## src/rtl/decode_stage_pkg.sv

```systemverilog
// Shared RV32I decode encodings: opcodes, control-field codes, immediate types and bundle structs.
// Latency: n/a (types and pure functions only).
// Backpressure: n/a.
package decode_stage_pkg;

  localparam logic [6:0] OPC_LUI    = 7'b0110111;
  localparam logic [6:0] OPC_AUIPC  = 7'b0010111;
  localparam logic [6:0] OPC_JAL    = 7'b1101111;
  localparam logic [6:0] OPC_JALR   = 7'b1100111;
  localparam logic [6:0] OPC_BRANCH = 7'b1100011;
  localparam logic [6:0] OPC_LOAD   = 7'b0000011;
  localparam logic [6:0] OPC_STORE  = 7'b0100011;
  localparam logic [6:0] OPC_OP_IMM = 7'b0010011;
  localparam logic [6:0] OPC_OP     = 7'b0110011;
  localparam logic [6:0] OPC_FENCE  = 7'b0001111;
  localparam logic [6:0] OPC_SYSTEM = 7'b1110011;

  localparam logic [6:0] F7_BASE   = 7'b0000000;
  localparam logic [6:0] F7_ALT    = 7'b0100000;
  localparam logic [6:0] F7_MULDIV = 7'b0000001;
  localparam logic [2:0] F3_PRIV   = 3'b000;
  localparam logic [2:0] F3_CSR_NONE = 3'b100;

  localparam logic [4:0] ALU_ADD   = 5'd0;
  localparam logic [4:0] ALU_SUB   = 5'd1;
  localparam logic [4:0] ALU_SLL   = 5'd2;
  localparam logic [4:0] ALU_SLT   = 5'd3;
  localparam logic [4:0] ALU_SLTU  = 5'd4;
  localparam logic [4:0] ALU_XOR   = 5'd5;
  localparam logic [4:0] ALU_SRL   = 5'd6;
  localparam logic [4:0] ALU_SRA   = 5'd7;
  localparam logic [4:0] ALU_OR    = 5'd8;
  localparam logic [4:0] ALU_AND   = 5'd9;
  localparam logic [4:0] ALU_COPY1 = 5'd10;
  localparam logic [4:0] ALU_COPY2 = 5'd11;
  localparam logic [4:0] ALU_JALR  = 5'd12;
  localparam logic [4:0] ALU_MUL   = 5'd16;  // MUL..REMU = ALU_MUL + funct3
  localparam logic [4:0] ALU_REMU  = 5'd23;
  localparam logic [4:0] ALU_X     = 5'd31;

  localparam logic [1:0] RS1_RS1 = 2'd0;
  localparam logic [1:0] RS1_PC  = 2'd1;
  localparam logic [1:0] RS1_X   = 2'd2;
  localparam logic [1:0] RS2_RS2 = 2'd0;
  localparam logic [1:0] RS2_IMI = 2'd1;
  localparam logic [1:0] RS2_X   = 2'd2;

  // Load codes equal funct3; stores occupy the unused slots.
  localparam logic [2:0] MEM_LB  = 3'd0;
  localparam logic [2:0] MEM_LH  = 3'd1;
  localparam logic [2:0] MEM_LW  = 3'd2;
  localparam logic [2:0] MEM_SB  = 3'd3;
  localparam logic [2:0] MEM_LBU = 3'd4;
  localparam logic [2:0] MEM_LHU = 3'd5;
  localparam logic [2:0] MEM_SH  = 3'd6;
  localparam logic [2:0] MEM_SW  = 3'd7;

  localparam logic [1:0] WB_ALU = 2'd0;
  localparam logic [1:0] WB_MEM = 2'd1;
  localparam logic [1:0] WB_PC  = 2'd2;
  localparam logic [1:0] WB_X   = 2'd3;

  localparam logic [2:0] BR_X    = 3'd0;
  localparam logic [2:0] BR_J    = 3'd1;
  localparam logic [2:0] BR_BEQ  = 3'd2;
  localparam logic [2:0] BR_BNE  = 3'd3;
  localparam logic [2:0] BR_BLT  = 3'd4;
  localparam logic [2:0] BR_BGE  = 3'd5;
  localparam logic [2:0] BR_BLTU = 3'd6;
  localparam logic [2:0] BR_BGEU = 3'd7;

  typedef enum logic [2:0] {IMM_Z, IMM_I, IMM_S, IMM_B, IMM_U, IMM_J} imm_type_e;

  typedef struct packed {
    logic [31:0] pc;
    logic [31:0] inst;
  } fetch_t;

  typedef struct packed {
    logic [31:0] pc;
    logic [31:0] imm;
    logic [4:0]  rs1_addr;
    logic [4:0]  rs2_addr;
    logic [4:0]  rd_addr;
    logic [4:0]  alu_fn;
    logic [1:0]  rs1_sel;
    logic [1:0]  rs2_sel;
    logic [2:0]  mem_fn;
    logic [1:0]  wb_sel;
    logic [2:0]  br;
    logic [2:0]  csr_fn;
    logic        ecall;
    logic        illegal;
  } id_meta_t;

  function automatic logic [31:0] gen_imm(input logic [31:0] i, input imm_type_e t);
    logic [31:0] r;
    r = '0;
    case (t)
      IMM_I:   r = {{20{i[31]}}, i[31:20]};
      IMM_S:   r = {{20{i[31]}}, i[31:25], i[11:7]};
      IMM_B:   r = {{19{i[31]}}, i[31], i[7], i[30:25], i[11:8], 1'b0};
      IMM_U:   r = {i[31:12], 12'b0};
      IMM_J:   r = {{11{i[31]}}, i[31], i[19:12], i[20], i[30:21], 1'b0};
      default: r = '0;
    endcase
    return r;
  endfunction

  function automatic logic [4:0] alu_base(input logic [2:0] f3);
    logic [4:0] r;
    r = ALU_X;
    case (f3)
      3'b000: r = ALU_ADD;
      3'b001: r = ALU_SLL;
      3'b010: r = ALU_SLT;
      3'b011: r = ALU_SLTU;
      3'b100: r = ALU_XOR;
      3'b101: r = ALU_SRL;
      3'b110: r = ALU_OR;
      3'b111: r = ALU_AND;
      default: r = ALU_X;
    endcase
    return r;
  endfunction

endpackage

```

## src/rtl/rv_decode_comb.sv

```systemverilog
// Combinational RV32I(+M, +Zicsr) instruction word -> control bundle.
// Latency: 0 cycles (pure combinational).
// Backpressure: n/a; the caller registers the result.
module rv_decode_comb
  import decode_stage_pkg::*;
#(
  parameter bit EN_M   = 1'b0,
  parameter bit EN_CSR = 1'b1
) (
  input  logic [31:0] inst,
  output logic [31:0] imm,
  output logic [4:0]  rs1_addr,
  output logic [4:0]  rs2_addr,
  output logic [4:0]  rd_addr,
  output logic [4:0]  alu_fn,
  output logic [1:0]  rs1_sel,
  output logic [1:0]  rs2_sel,
  output logic [2:0]  mem_fn,
  output logic [1:0]  wb_sel,
  output logic [2:0]  br,
  output logic [2:0]  csr_fn,
  output logic        ecall,
  output logic        illegal
);

  logic [6:0] opc;
  logic [6:0] f7;
  logic [2:0] f3;
  logic       legal;
  imm_type_e  imm_t;

  assign opc      = inst[6:0];
  assign f3       = inst[14:12];
  assign f7       = inst[31:25];
  assign rs1_addr = inst[19:15];
  assign rs2_addr = inst[24:20];
  assign rd_addr  = inst[11:7];

  always_comb begin
    imm_t   = IMM_Z;
    alu_fn  = ALU_X;
    rs1_sel = RS1_X;
    rs2_sel = RS2_X;
    mem_fn  = MEM_LB;
    wb_sel  = WB_X;
    br      = BR_X;
    csr_fn  = 3'b000;
    ecall   = 1'b0;
    legal   = 1'b0;
    case (opc)
      OPC_LUI: begin
        legal = 1'b1; imm_t = IMM_U; rs2_sel = RS2_IMI; alu_fn = ALU_COPY2; wb_sel = WB_ALU;
      end
      OPC_AUIPC: begin
        legal = 1'b1; imm_t = IMM_U; rs1_sel = RS1_PC; rs2_sel = RS2_IMI; alu_fn = ALU_ADD; wb_sel = WB_ALU;
      end
      OPC_JAL: begin
        legal = 1'b1; imm_t = IMM_J; rs1_sel = RS1_PC; rs2_sel = RS2_IMI; alu_fn = ALU_ADD;
        wb_sel = WB_PC; br = BR_J;
      end
      OPC_JALR: begin
        legal = (f3 == 3'b000); imm_t = IMM_I; rs1_sel = RS1_RS1; rs2_sel = RS2_IMI;
        alu_fn = ALU_JALR; wb_sel = WB_PC; br = BR_J;
      end
      OPC_BRANCH: begin
        legal = (f3[2:1] != 2'b01); imm_t = IMM_B; rs1_sel = RS1_PC; rs2_sel = RS2_IMI; alu_fn = ALU_ADD;
        br = f3[2] ? {1'b1, f3[1:0]} : (f3[0] ? BR_BNE : BR_BEQ);
      end
      OPC_LOAD: begin
        legal = (f3 != 3'b011) && (f3[2:1] != 2'b11);
        imm_t = IMM_I; rs1_sel = RS1_RS1; rs2_sel = RS2_IMI; alu_fn = ALU_ADD; mem_fn = f3; wb_sel = WB_MEM;
      end
      OPC_STORE: begin
        legal = (f3[2] == 1'b0) && (f3[1:0] != 2'b11);
        imm_t = IMM_S; rs1_sel = RS1_RS1; rs2_sel = RS2_IMI; alu_fn = ALU_ADD;
        mem_fn = (f3[1:0] == 2'b00) ? MEM_SB : ((f3[1:0] == 2'b01) ? MEM_SH : MEM_SW);
      end
      OPC_OP_IMM: begin
        imm_t = IMM_I; rs1_sel = RS1_RS1; rs2_sel = RS2_IMI; wb_sel = WB_ALU; alu_fn = alu_base(f3);
        legal = 1'b1;
        // Shift-immediates reuse the top of the I immediate as funct7; only SRAI may set bit 30.
        if (f3 == 3'b001) legal = (f7 == F7_BASE);
        if (f3 == 3'b101) begin
          legal  = (f7 == F7_BASE) || (f7 == F7_ALT);
          alu_fn = (f7 == F7_ALT) ? ALU_SRA : ALU_SRL;
        end
      end
      OPC_OP: begin
        rs1_sel = RS1_RS1; rs2_sel = RS2_RS2; wb_sel = WB_ALU;
        if (f7 == F7_BASE) begin
          legal = 1'b1; alu_fn = alu_base(f3);
        end else if (f7 == F7_ALT) begin
          legal  = (f3 == 3'b000) || (f3 == 3'b101);
          alu_fn = (f3 == 3'b000) ? ALU_SUB : ALU_SRA;
        end else if (f7 == F7_MULDIV && EN_M) begin
          legal = 1'b1; alu_fn = {2'b10, f3};
        end
      end
      OPC_FENCE: legal = (f3[2:1] == 2'b00);
      OPC_SYSTEM: begin
        if (f3 == F3_PRIV) begin
          legal = (inst[31:7] == 25'd0);
          ecall = legal;
        end else if (EN_CSR && f3 != F3_CSR_NONE) begin
          legal = 1'b1; imm_t = IMM_I; csr_fn = f3; wb_sel = WB_ALU; alu_fn = ALU_COPY1;
          rs1_sel = f3[2] ? RS1_X : RS1_RS1; rs2_sel = RS2_IMI;
        end
      end
      default: legal = 1'b0;
    endcase
    if (!legal) begin
      imm_t   = IMM_Z;
      alu_fn  = ALU_X;
      rs1_sel = RS1_X;
      rs2_sel = RS2_X;
      mem_fn  = MEM_LB;
      wb_sel  = WB_X;
      br      = BR_X;
      csr_fn  = 3'b000;
      ecall   = 1'b0;
    end
    illegal = !legal;
    imm     = gen_imm(inst, imm_t);
  end

endmodule

```

## src/rtl/decode_stage.sv

```systemverilog
// Decode stage: circular instruction queue feeding a registered decoded bundle to execute.
// Latency: 1 cycle accept->id_valid when the queue is empty (bypass), otherwise queue order.
// Backpressure: if_ready drops when the queue is full; id_* hold while id_valid && !id_ready.
module decode_stage
  import decode_stage_pkg::*;
#(
  parameter int QUEUE_DEPTH = 2,
  parameter bit EN_M        = 1'b0,
  parameter bit EN_CSR      = 1'b1
) (
  input  logic        clk,
  input  logic        rst_n,
  input  logic        flush,
  input  logic        if_valid,
  output logic        if_ready,
  input  logic [31:0] if_pc,
  input  logic [31:0] if_inst,
  output logic        id_valid,
  input  logic        id_ready,
  output logic [31:0] id_pc,
  output logic [31:0] id_imm,
  output logic [4:0]  id_rs1_addr,
  output logic [4:0]  id_rs2_addr,
  output logic [4:0]  id_rd_addr,
  output logic [4:0]  id_alu_fn,
  output logic [1:0]  id_rs1_sel,
  output logic [1:0]  id_rs2_sel,
  output logic [2:0]  id_mem_fn,
  output logic [1:0]  id_wb_sel,
  output logic [2:0]  id_br,
  output logic [2:0]  id_csr_fn,
  output logic        id_ecall,
  output logic        id_illegal
);

  localparam int PTR_W = (QUEUE_DEPTH > 1) ? $clog2(QUEUE_DEPTH) : 1;
  localparam int CNT_W = $clog2(QUEUE_DEPTH) + 1;
  localparam logic [CNT_W-1:0] DEPTH_C = CNT_W'(QUEUE_DEPTH);
  localparam logic [PTR_W-1:0] LAST_C  = PTR_W'(QUEUE_DEPTH - 1);

  fetch_t             q_mem [QUEUE_DEPTH];
  logic [PTR_W-1:0]   rd_ptr, wr_ptr;
  logic [CNT_W-1:0]   count;
  logic               q_full, q_empty, push, load, pop, bypass, q_wr;
  fetch_t             in_dat, src_dat;
  id_meta_t           dec_dat, out_q;
  logic               out_vld;

  logic [31:0] d_imm;
  logic [4:0]  d_rs1, d_rs2, d_rd, d_alu;
  logic [1:0]  d_s1, d_s2, d_wb;
  logic [2:0]  d_mem, d_br, d_csr;
  logic        d_ecall, d_ill;

  function automatic logic [PTR_W-1:0] ptr_inc(input logic [PTR_W-1:0] p);
    return (p == LAST_C) ? '0 : p + 1'b1;
  endfunction

  assign q_full   = (count == DEPTH_C);
  assign q_empty  = (count == '0);
  assign if_ready = rst_n && !flush && !q_full;
  assign push     = if_valid && if_ready;
  assign load     = !out_vld || id_ready;
  assign pop      = load && !q_empty;
  // Bypass only when nothing older is queued, which keeps FIFO order.
  assign bypass   = load && q_empty && push;
  assign q_wr     = push && !bypass;
  assign in_dat   = '{pc: if_pc, inst: if_inst};
  assign src_dat  = q_empty ? in_dat : q_mem[rd_ptr];

  rv_decode_comb #(.EN_M(EN_M), .EN_CSR(EN_CSR)) u_dec (
    .inst     (src_dat.inst),
    .imm      (d_imm),
    .rs1_addr (d_rs1),
    .rs2_addr (d_rs2),
    .rd_addr  (d_rd),
    .alu_fn   (d_alu),
    .rs1_sel  (d_s1),
    .rs2_sel  (d_s2),
    .mem_fn   (d_mem),
    .wb_sel   (d_wb),
    .br       (d_br),
    .csr_fn   (d_csr),
    .ecall    (d_ecall),
    .illegal  (d_ill)
  );

  assign dec_dat = '{pc: src_dat.pc, imm: d_imm, rs1_addr: d_rs1, rs2_addr: d_rs2, rd_addr: d_rd,
                     alu_fn: d_alu, rs1_sel: d_s1, rs2_sel: d_s2, mem_fn: d_mem, wb_sel: d_wb,
                     br: d_br, csr_fn: d_csr, ecall: d_ecall, illegal: d_ill};

  always_ff @(posedge clk or negedge rst_n) begin
    if (!rst_n) begin
      rd_ptr <= '0;
      wr_ptr <= '0;
      count  <= '0;
    end else if (flush) begin
      rd_ptr <= '0;
      wr_ptr <= '0;
      count  <= '0;
    end else begin
      if (q_wr) wr_ptr <= ptr_inc(wr_ptr);
      if (pop)  rd_ptr <= ptr_inc(rd_ptr);
      count <= count + CNT_W'(q_wr) - CNT_W'(pop);
    end
  end

  always_ff @(posedge clk) begin
    if (q_wr) q_mem[wr_ptr] <= in_dat;
  end

  always_ff @(posedge clk or negedge rst_n) begin
    if (!rst_n) begin
      out_vld <= 1'b0;
      out_q   <= '0;
    end else if (flush) begin
      out_vld <= 1'b0;
    end else if (load) begin
      out_vld <= pop || bypass;
      if (pop || bypass) out_q <= dec_dat;
    end
  end

  assign id_valid    = out_vld;
  assign id_pc       = out_q.pc;
  assign id_imm      = out_q.imm;
  assign id_rs1_addr = out_q.rs1_addr;
  assign id_rs2_addr = out_q.rs2_addr;
  assign id_rd_addr  = out_q.rd_addr;
  assign id_alu_fn   = out_q.alu_fn;
  assign id_rs1_sel  = out_q.rs1_sel;
  assign id_rs2_sel  = out_q.rs2_sel;
  assign id_mem_fn   = out_q.mem_fn;
  assign id_wb_sel   = out_q.wb_sel;
  assign id_br       = out_q.br;
  assign id_csr_fn   = out_q.csr_fn;
  assign id_ecall    = out_q.ecall;
  assign id_illegal  = out_q.illegal;

endmodule

```

## config.mk

```make
export PLATFORM = sky130hd
export DESIGN_NAME = decode_stage
export DESIGN_NICKNAME = d
export VERILOG_FILES = /design/src/rtl/decode_stage_pkg.sv /design/src/rtl/rv_decode_comb.sv /design/src/rtl/decode_stage.sv
export SDC_FILE = /design/constraint.sdc
export NUM_CORES = 1
export LEC_CHECK = 0
export BUFFER_PORTS_ARGS = -buffer_cell sky130_fd_sc_hd__buf_2
export CAP_MARGIN = 20
export CORE_MARGIN = 4
export CORE_UTILIZATION = 30
export CTS_CLUSTER_DIAMETER = 120
export DETAILED_ROUTE_END_ITERATION = 8
export GPL_TIMING_DRIVEN = 0
export PLACE_DENSITY = 0.5
export SETUP_SLACK_MARGIN = 0.1
export SYNTH_ARGS = -nofsm -noshare
export SYNTH_HDL_FRONTEND = slang
export SYNTH_SLANG_ARGS = --single-unit
```

## constraint.sdc

```tcl
create_clock -name clk -period 5.56 [get_ports clk]
set_input_delay 0.834 -clock clk [delete_from_list [all_inputs] [get_ports clk]]
set_output_delay 0.834 -clock clk [all_outputs]
set_load 0.01 [all_outputs]
```

==> results of run 1 <==
cell families (layout without fill, tap and decap cells):
logic type,Yosys count,after routing,share of synthesized area
AO/OA/AOI/OAI,195,195,0.1236
AND/OR/NAND/NOR,232,232,0.1030
other,0,3,0
multiplexers,85,85,0.08786
flip-flops,234,234,0.6479
adder cells (fa/ha/maj),8,8,0.009984
buffers and inverters,55,280,0.02421
XOR/XNOR,4,4,0.003495
how the worst min path moves through the flow:
stage	start	slack (ns)	to
floorplan	id_br[1]$_DFFE_PN0P_	0.51	id_br[1]$_DFFE_PN0P_
global placement	id_pc[24]$_DFFE_PN0P_	0.46	id_pc[24]$_DFFE_PN0P_
detailed placement	id_rs1_addr[1]$_DFFE_PN0P_	0.46	id_rs1_addr[1]$_DFFE_PN0P_
CTS	rst_n	0.24	id_imm[15]$_DFFE_PN0P_
global route	rst_n	0.25	id_imm[18]$_DFFE_PN0P_
finish	rst_n	0.23	id_imm[15]$_DFFE_PN0P_
where the power goes:
part / total, mW / internal [mW] / switching (mW)
sequential: 2.34 / 2.16 / 0.177
clock: 1.81 / 1.10 / 0.704
combinational: 2.27 / 0.822 / 1.45
total: 6.41 / 4.08 / 2.33
cell type report:
type,count,area (sq um)
Fill cell,3265,20300
Sequential cell,234,6496
Multi-Input combinational cell,524,3302
Timing Repair Buffer,175,964.7
Clock buffer,38,767.0
Tap cell,442,553.0
Buffer,46,209.0
Clock inverter,12,152.6
Inverter,9,33.78
Antenna cell,3,7.507
cells in the final DEF, fill, tap and decap left out, types with 6 or more instances in the layout:
master,Yosys,final
dfrtp_1,106,106
nor3_1,14,14
clkbuf_1,35,41
ha_1,8,8
o21ai_1,8,8
mux2_2,24,24
edfxtp_1,128,128
buf_2,5,174
nor2_1,102,100
a221o_1,8,8
a21o_1,8,8
o22a_1,11,11
mux2i_1,61,61
clkbuf_16,0,27
inv_1,9,9
nand2_1,79,79
nand4_1,7,7
o21ai_0,58,58
a31oi_1,6,6
a21oi_1,49,49
layer usage:
metal | vias up | global-route usage | share of wire
met5 | - | 0 | 0
met2 | 226 | 0.2505 | 0.45
met3 | 45 | 0.02948 | 0.057
li1 | 3408 | - | -
met4 | 0 | 0.04945 | 0.025
met1 | 3613 | 0.2412 | 0.47
metrics by stage:
step	setup TNS, ns	std cells	total power, mW	setup slack (ns)	hold slack (ns)
2_1_floorplan	0	813	3.737	0.3887	0.5115
3_3_place_gp	-500.71	1425	4.651	-3.956	0.4566
3_5_place_dp	0	1430	4.675	1.249	0.4644
4_1_cts	0	1480	6.517	1.272	0.2381
5_1_grt	0	1482	6.821	0.9457	0.2534
6_report	0	1483	6.413	1.251	0.2317
sequential cells by signal (all words and copies together), names as in the netlist, 2 cells and up:
name	flops
count	2
id_alu_fn	5
id_br	3
id_csr_fn	3
id_imm	32
id_mem_fn	3
id_pc	32
id_rd_addr	5
id_rs1_addr	5
id_rs1_sel	2
id_rs2_addr	5
id_rs2_sel	2
id_wb_sel	2
q_mem	128
==> flow_summary.yaml, run 1 <==
critical_path:
  worst_path_max_delay_cell: "mux2i_1"
  critPathArrivalTime_ns: 4.73
  end_kind: "flop"
  path_cells: "buf_2 > mux2_2 > mux2i_1 > ha_1 > clkbuf_1 > o22ai_1 > a32oi_1 > o2111ai_1 > nor2_1 > buf_6 > o21ai_1 > buf_2 > o22a_1"
  reg2reg_slack_ns: 1.25
  critPathKind: "reg -> reg"
  timing.critical_path.from: "rd_ptr$_DFFE_PN0P_"
  cp.depth: 13
  worst-path-buf-inv: 4
  cpMostUsedCell: "buf_2"
  slowest_delay_ns: 0.78
  worstReg2RegStart: "rd_ptr$_DFFE_PN0P_"
  critPathTopFamily: "buffers and inverters"
  r2r-end: "id_imm[26]$_DFFE_PN0P_"
  crit_required_ns: 5.98
  r2r_cells: 13
  startpoint_type: "flop"
  crit_fanout: 11
  endpoint: "id_imm[26]$_DFFE_PN0P_"
die:
  die_y_um: 190.8
  dieArea_sq_um: 36410
  num_rows: 66
  core_area_sq_um: 32780
  start_util: 0.3058
  ios: 172
  fp.dieW_um: 190.8
yosys:
  syn-cell-area_sq_um: 10030
  synth-edff-count: 128
  ys_seq_elements: 234
  yosysWarningCount: 0
  synth_top_area_share: 0.3834
  async_reset_ff_frac: 0.4530
  synth.avg_cell_area_sq_um: 12.33
  yosysTopAreaCell: "edfxtp_1"
  synth.area.top_cells: "edfxtp_1 38%, dfrtp_1 26%, mux2i_1 6.1%"
  yosysMostFrequentCell: "edfxtp_1"
  yosysSeqAreaShare: 0.6479
  postSynthNetCount: 890
  syn_inst: 813
  synth_top_flop_cell: "edfxtp_1"
  synth_cell_type_count: 61
  synthTopCellsByCount: "128 x edfxtp_1, 106 x dfrtp_1, 102 x nor2_1"
finish:
  area_growth_pct: 24.53
  design_area_sq_um: 12490
  final_nets: 1094
  final_layout_size_suffix_gt1_frac: 0.2543
  utilization: 0.3808
routing:
  num_vias: 7292
  drt_iter0_drc: 471
  dr.pass1.iters: 4
  routed_wl_um: 30630
  drtAntennaViolNets: 0
  drc: 0
  routed_via_density: 4.917
  wl_per_cell_um: 20.66
place:
  io_buffers: 170
  gp_congestion: 0.8851
  hpwlAfterDp_um: 21670
  placed_area_sq_um: 11560
timing:
  period_needed_ns: 4.309
  hold_violations: 0
  final_max_slew_viol_count: 0
  fin_skew_ns: 0.009040
  setup_viol: 0
  rsz0062_at_grt: "false"
  relSlewSlack: 0.2861
  fmax_ghz: 0.2321
  worst_pin_slew_ns: 1.064
  min_period_over_period: 0.7750
clock_network:
  root_buffer: "clkbuf_16"
  cts.sinks: 234
  cts_buffers: 27
  clk_path_buf_depth: 3
  ctsHtreeMaxLevel: 1
  cts_setup_buffers: 0
  clk_pin_slew_ns: 0.06
  clkLatencyLatePin_ns: 0.54
  cts_tree: "yes"
  cts_resized: 0
  cts_hold_buffers: 0
global_route:
  grt_overflow_total: 0
  antenna_found_initial: 3
  grt_pass1_vias: 7259
  grt_max_degree: 62
  grt_usage: 0.1648
  grt_pass1_wl_um: 45850
power:
  vdd_ir_drop_max_mv: 0.2885
  powerDensity_nw_per_um2: 513.7
  p_leak_nw: 5.047
run:
  drv_cap: 0
run_status:
  status: "finished clean"
hold_path:
  holdCritPathClass: "in -> async"
Power figures use the tool's default switching activity.
==> run 2: changes to the inputs <==
- clock period: 5.56 -> 4.15 ns (I/O delays scaled with it)
==> run 2 against run 1 <==
Against the previous run:
- via count up 0.27%
- combinational power up 36%
- wire length down 0.20%
- sequential power up 34%
- flip-flop and latch count unchanged
- non-clock buffer count unchanged
- largest cell class unchanged
- first-iteration DRC count down 6.4%
- clock power up 34%
- worst setup slack worse by 0.87 ns
- global-route usage about the same
- maximum frequency up 14%
- total power up 35%
- critical endpoint unchanged
==> flow_summary.yaml, run 2 (synthesis results as in run 1) <==
critical_path:
  slowest_delay_ns: 0.51
  crit_required_ns: 4.62
  timing.critical_path.from: "count[0]$_DFF_PN0_"
  end_kind: "flop"
  worst-path-buf-inv: 5
  worstReg2RegStart: "count[0]$_DFF_PN0_"
  crit_fanout: 10
  critPathTopFamily: "simple AND/OR/NAND/NOR gates"
  r2r_cells: 14
  critPathArrivalTime_ns: 4.24
  worst_path_max_delay_cell: "dfrtp_1"
  path_cells: "or2_1 > buf_6 > buf_6 > buf_6 > mux2i_1 > nand4_1 > nor4_1 > nand3_1 > o21ai_1 > nor2_1 > buf_6 > o21ai_1 > buf_2 > o22a_1"
  cpMostUsedCell: "buf_6"
  startpoint_type: "flop"
  critPathKind: "reg -> reg"
  cp.depth: 14
clock_network:
  clkLatencyLatePin_ns: 0.54
  cts_tree: "yes"
  ctsHtreeMaxLevel: 1
  cts_hold_buffers: 0
  clk_path_buf_depth: 3
  cts_setup_buffers: 0
  cts_buffers: 27
  clk_pin_slew_ns: 0.06
  cts.sinks: 234
  root_buffer: "clkbuf_16"
finish:
  final_layout_size_suffix_gt1_frac: 0.2640
  mostFrequentLayoutCells: "175 x buf_2, 128 x edfxtp_1, 106 x dfrtp_1"
  area_growth_pct: 25.05
  top_register: "q_mem"
  final_nets: 1094
  final_common_cell: "buf_2"
  final_cells: 1483
  largest_reg_flops: 128
global_route:
  grt_max_degree: 62
  grt_pass1_wl_um: 45970
  grt_pass1_vias: 7288
  grt_overflow_total: 0
  grt_usage: 0.1652
  antenna_found_initial: 3
timing:
  hold_violations: 0
  fmax_ghz: 0.2656
  setup_viol: 0
  rsz0062_at_grt: "false"
  whs_ns: 0.01952
  final_max_slew_viol_count: 0
  worst_pin_slew_ns: 1.090
  period_needed_ns: 3.765
  min_period_over_period: 0.9073
  fin_skew_ns: 0.008938
  relSlewSlack: 0.2692
power:
  powerDensity_nw_per_um2: 689.8
  p_leak_nw: 5.056
  vdd_ir_drop_max_mv: 0.3846
routing:
  routed_wl_um: 30570
  drc: 0
  routed_via_density: 4.931
  drtAntennaViolNets: 0
  wl_per_cell_um: 20.61
  dr.pass1.iters: 4
  drt_iter0_drc: 441
  num_vias: 7312
die:
  dieArea_sq_um: 36410
  start_util: 0.3058
  die_y_um: 190.8
  core_area_sq_um: 32780
  ios: 172
  fp.dieW_um: 190.8
  num_rows: 66
hold_path:
  holdCritPathClass: "in -> async"
run_status:
  status: "finished clean"
run:
  drv_cap: 0
place:
  gp_congestion: 0.8851
  io_buffers: 170
  dp.cells: 1430
  hpwlAfterDp_um: 21670
==> run 2: cell types whose count changed in the layout (fill, tap and decap cells not counted), moves of 2 or more <==
cell      delta
clkbuf_1     -2
mux2i_1      -6
mux2i_2      +4
mux2i_4      +2
==> run 2: cell type report <==
cell class / instances / area [sq um]
antenna: 3 / 7.507
buffer: 46 / 215.2
clock buffer: 38 / 767.0
clock inverter: 12 / 152.6
fill: 3257 / 20250
inverter: 9 / 33.78
multi-input combinational: 524 / 3347
sequential: 234 / 6496
tap: 442 / 553.0
timing repair buffer: 175 / 964.7
==> run 2: power breakdown <==
group | switching, mW | internal, mW | leakage [nW]
registers | 0.238 | 2.89 | 2.48
logic | 1.96 | 1.13 | 2.13
clock network | 0.945 | 1.48 | 0.447
==> run 2: final timing paths <==
check / slack (ns) / end
hold / removal: 0.02 / id_imm[15]$_DFFE_PN0P_
setup / recovery: 0.38 / id_imm[26]$_DFFE_PN0P_
min in group clk: 0.28 / q_mem[0][8]$_DFFE_PP_
hold reg to reg: 0.47 / id_pc[25]$_DFFE_PN0P_
max in group asynchronous: 3.43 / id_pc[14]$_DFFE_PN0P_
setup reg to reg: 0.38 / id_imm[26]$_DFFE_PN0P_
==> run 2: repair_timing <==
action / in CTS / in global routing
gates resized for setup: 5 / 11
pin swaps: 0 / 1
setup endpoints to repair: 40 / 38
==> run 2: metal layers <==
metal  GRT usage  share of wire  vias to the layer above
met5           0              0                        -
met4     0.04945          0.027                        0
met3     0.02948          0.058                       47
met2      0.2527           0.45                      217
met1      0.2407           0.46                     3639
li1            -              -                     3409
==> run 2: worst register-to-register path: stages (launching register included) <==
cell     delay [ns]
dfrtp_1        0.51
or2_1          0.16
buf_6          0.19
buf_6          0.20
buf_6          0.21
mux2i_1        0.42
nand4_1        0.26
nor4_1         0.40
nand3_1        0.18
o21ai_1        0.25
nor2_1         0.14
buf_6          0.17
o21ai_1        0.18
buf_2          0.26
o22a_1         0.18
==> run 2: through the flow <==
step / util / total power [mW] / instance area, sq um / setup TNS, ns / setup WS [ns]
floorplan: - / 5.006 / 10030 / -103.66 / -0.8098
global placement: 0.3486 / 6.231 / 11430 / -763.86 / -5.155
detailed placement: 0.3526 / 6.263 / 11560 / -2.068 / -0.1227
CTS: 0.3810 / 8.744 / 12490 / 0 / 0.1423
global route: 0.3823 / 9.186 / 12530 / 0 / 0.1138
finish: 0.3824 / 8.648 / 12540 / 0 / 0.3845
==> run 3: changes to the inputs <==
- clock period: 4.15 -> 4.6 ns (I/O delays scaled with it)
==> run 3 against run 2 <==
Against the previous run:
- sequential share of layout area grew 0.18 points
- wire length grew 0.34%
- maximum frequency shrank 8.6%
- largest power group unchanged
- critical path type unchanged
- clock power shrank 9.9%
- critical path depth shrank 1
==> flow_summary.yaml, run 3 (synthesis results as in run 1) <==
global_route:
  antenna_found_initial: 3
  grt_max_degree: 62
  grtUsageMet2: 0.2505
  globalRouteMet1Util: 0.2412
  grt_usage: 0.1648
  use_met3: 0.02948
  grt_pass1_vias: 7259
  grt_pass1_wl_um: 45850
  grt_busiest_layer: "met2"
  grt_overflow_total: 0
die:
  dieArea_sq_um: 36410
  start_util: 0.3058
  core_area_sq_um: 32780
  ios: 172
  die_y_um: 190.8
  fp.dieW_um: 190.8
  num_rows: 66
critical_path:
  end_kind: "flop"
  crit_fanout: 11
  path_cells: "buf_2 > mux2_2 > mux2i_2 > ha_1 > clkbuf_1 > o22ai_1 > a32oi_1 > o2111ai_1 > nor2_1 > buf_6 > o21ai_1 > buf_2 > o22a_1"
  startpoint_type: "flop"
  worst_path_max_delay_cell: "mux2i_2"
  critPathKind: "reg -> reg"
  cpMostUsedCell: "buf_2"
  critPathArrivalTime_ns: 4.54
  slowest_delay_ns: 0.55
  crit_required_ns: 5.02
  worst-path-buf-inv: 4
  critPathTopFamily: "buffers and inverters"
finish:
  final_nets: 1094
  top_register: "q_mem"
  final_cells: 1483
  largest_reg_flops: 128
  final_layout_size_suffix_gt1_frac: 0.2572
  final_common_cell: "buf_2"
  area_growth_pct: 24.62
  mostFrequentLayoutCells: "174 x buf_2, 128 x edfxtp_1, 106 x dfrtp_1"
clock_network:
  cts_buffers: 27
  clk_path_buf_depth: 3
  clk_pin_slew_ns: 0.06
  cts.sinks: 234
  cts_hold_buffers: 0
  clkLatencyLatePin_ns: 0.54
  cts_tree: "yes"
  ctsHtreeMaxLevel: 1
  root_buffer: "clkbuf_16"
place:
  dp_slack_ns: 0.3273
  dp.cells: 1430
  io_buffers: 170
  gp_congestion: 0.8851
  hpwlAfterDp_um: 21670
timing:
  hold_violations: 0
  period_needed_ns: 4.119
  final_max_slew_viol_count: 0
  rsz0062_at_grt: "false"
  fmax_ghz: 0.2428
  min_period_over_period: 0.8955
  worst_slack_ns: 0.4808
  worst_pin_slew_ns: 1.095
  relSlewSlack: 0.2655
  setup_viol: 0
  fin_skew_ns: 0.01153
run_status:
  status: "finished clean"
power:
  powerDensity_nw_per_um2: 621.1
  vdd_ir_drop_max_mv: 0.3473
  p_leak_nw: 5.049
routing:
  num_vias: 7311
  wl_per_cell_um: 20.69
  routed_wl_um: 30680
  routed_via_density: 4.930
  drtAntennaViolNets: 0
  dr.pass1.iters: 4
  drt_iter0_drc: 464
  drc: 0
run:
  drv_cap: 0
hold_path:
  holdCritPathClass: "in -> async"
==> run 3: cell counts in the layout (fill, tap and decap cells not counted) <==
Identical to the previous run, type by type.
==> run 3: area by class of cell <==
| class | count | area, sq um |
|---|---|---|
| timing repair buffer | 175 | 964.7 |
| sequential | 234 | 6496 |
| buffer | 46 | 210.2 |
| fill | 3267 | 20290 |
| multi-input combinational | 524 | 3309 |
| antenna | 3 | 7.507 |
| inverter | 9 | 33.78 |
| tap | 442 | 553.0 |
| clock inverter | 12 | 152.6 |
| clock buffer | 38 | 767.0 |
==> run 3: path summary, 6_finish.rpt <==
path,start,to,slack (ns),depth (start not counted)
min in group clk,if_inst[8],q_mem[0][8]$_DFFE_PP_,0.35,1
setup / recovery,rd_ptr$_DFFE_PN0P_,id_imm[26]$_DFFE_PN0P_,0.48,13
setup reg to reg,rd_ptr$_DFFE_PN0P_,id_imm[26]$_DFFE_PN0P_,0.48,13
max in group asynchronous,rst_n,id_pc[14]$_DFFE_PN0P_,3.82,2
hold / removal,rst_n,id_imm[15]$_DFFE_PN0P_,0.09,1
hold reg to reg,id_pc[25]$_DFFE_PN0P_,id_pc[25]$_DFFE_PN0P_,0.47,2
==> run 3: metrics by stage <==
stage	cell area [sq um]	total power, mW	utilization	hold slack, ns	TNS, ns
2_1_floorplan	10030	4.516	-	0.3944	-54.70
3_5_place_dp	11560	5.650	0.3526	0.4644	0
6_report	12490	7.761	0.3811	0.08572	0
5_1_grt	12490	8.252	0.3810	0.1094	0
4_1_cts	12480	7.877	0.3806	0.09414	0
3_3_place_gp	11430	5.621	0.3486	0.4566	-675.39
==> run 3: layer usage <==
| layer | vias to the layer above | share of wire | wire length, um |
|---|---|---|---|
| li1 | 3413 | - | - |
| met5 | - | 0 | 0 |
| met1 | 3635 | 0.47 | 14340 |
| met4 | 0 | 0.027 | 840 |
| met2 | 216 | 0.45 | 13860 |
| met3 | 47 | 0.053 | 1638 |
==> run 3: worst reg2reg max path, stage by stage (launching register included) <==
cell and delay [ns]:
dfrtp_1 0.37, buf_2 0.29, mux2_2 0.38, mux2i_2 0.55
ha_1 0.25, clkbuf_1 0.44, o22ai_1 0.18, a32oi_1 0.28
o2111ai_1 0.20, nor2_1 0.31, buf_6 0.20, o21ai_1 0.10
buf_2 0.26, o22a_1 0.20
==> run 3: timing repair <==
item | 4_1_cts | 5_1_grt
buffers inserted | 0 | 0
endpoints found under the setup margin | 0 | 17
resized for setup | 0 | 4
==> run 3: power by group <==
group	leakage [nW]	switching, mW	internal, mW	total [mW]
Sequential	2.48	0.214	2.61	2.82
Combinational	2.13	1.76	0.999	2.75
Clock	0.447	0.849	1.33	2.18
Total	5.05	2.82	4.94	7.76
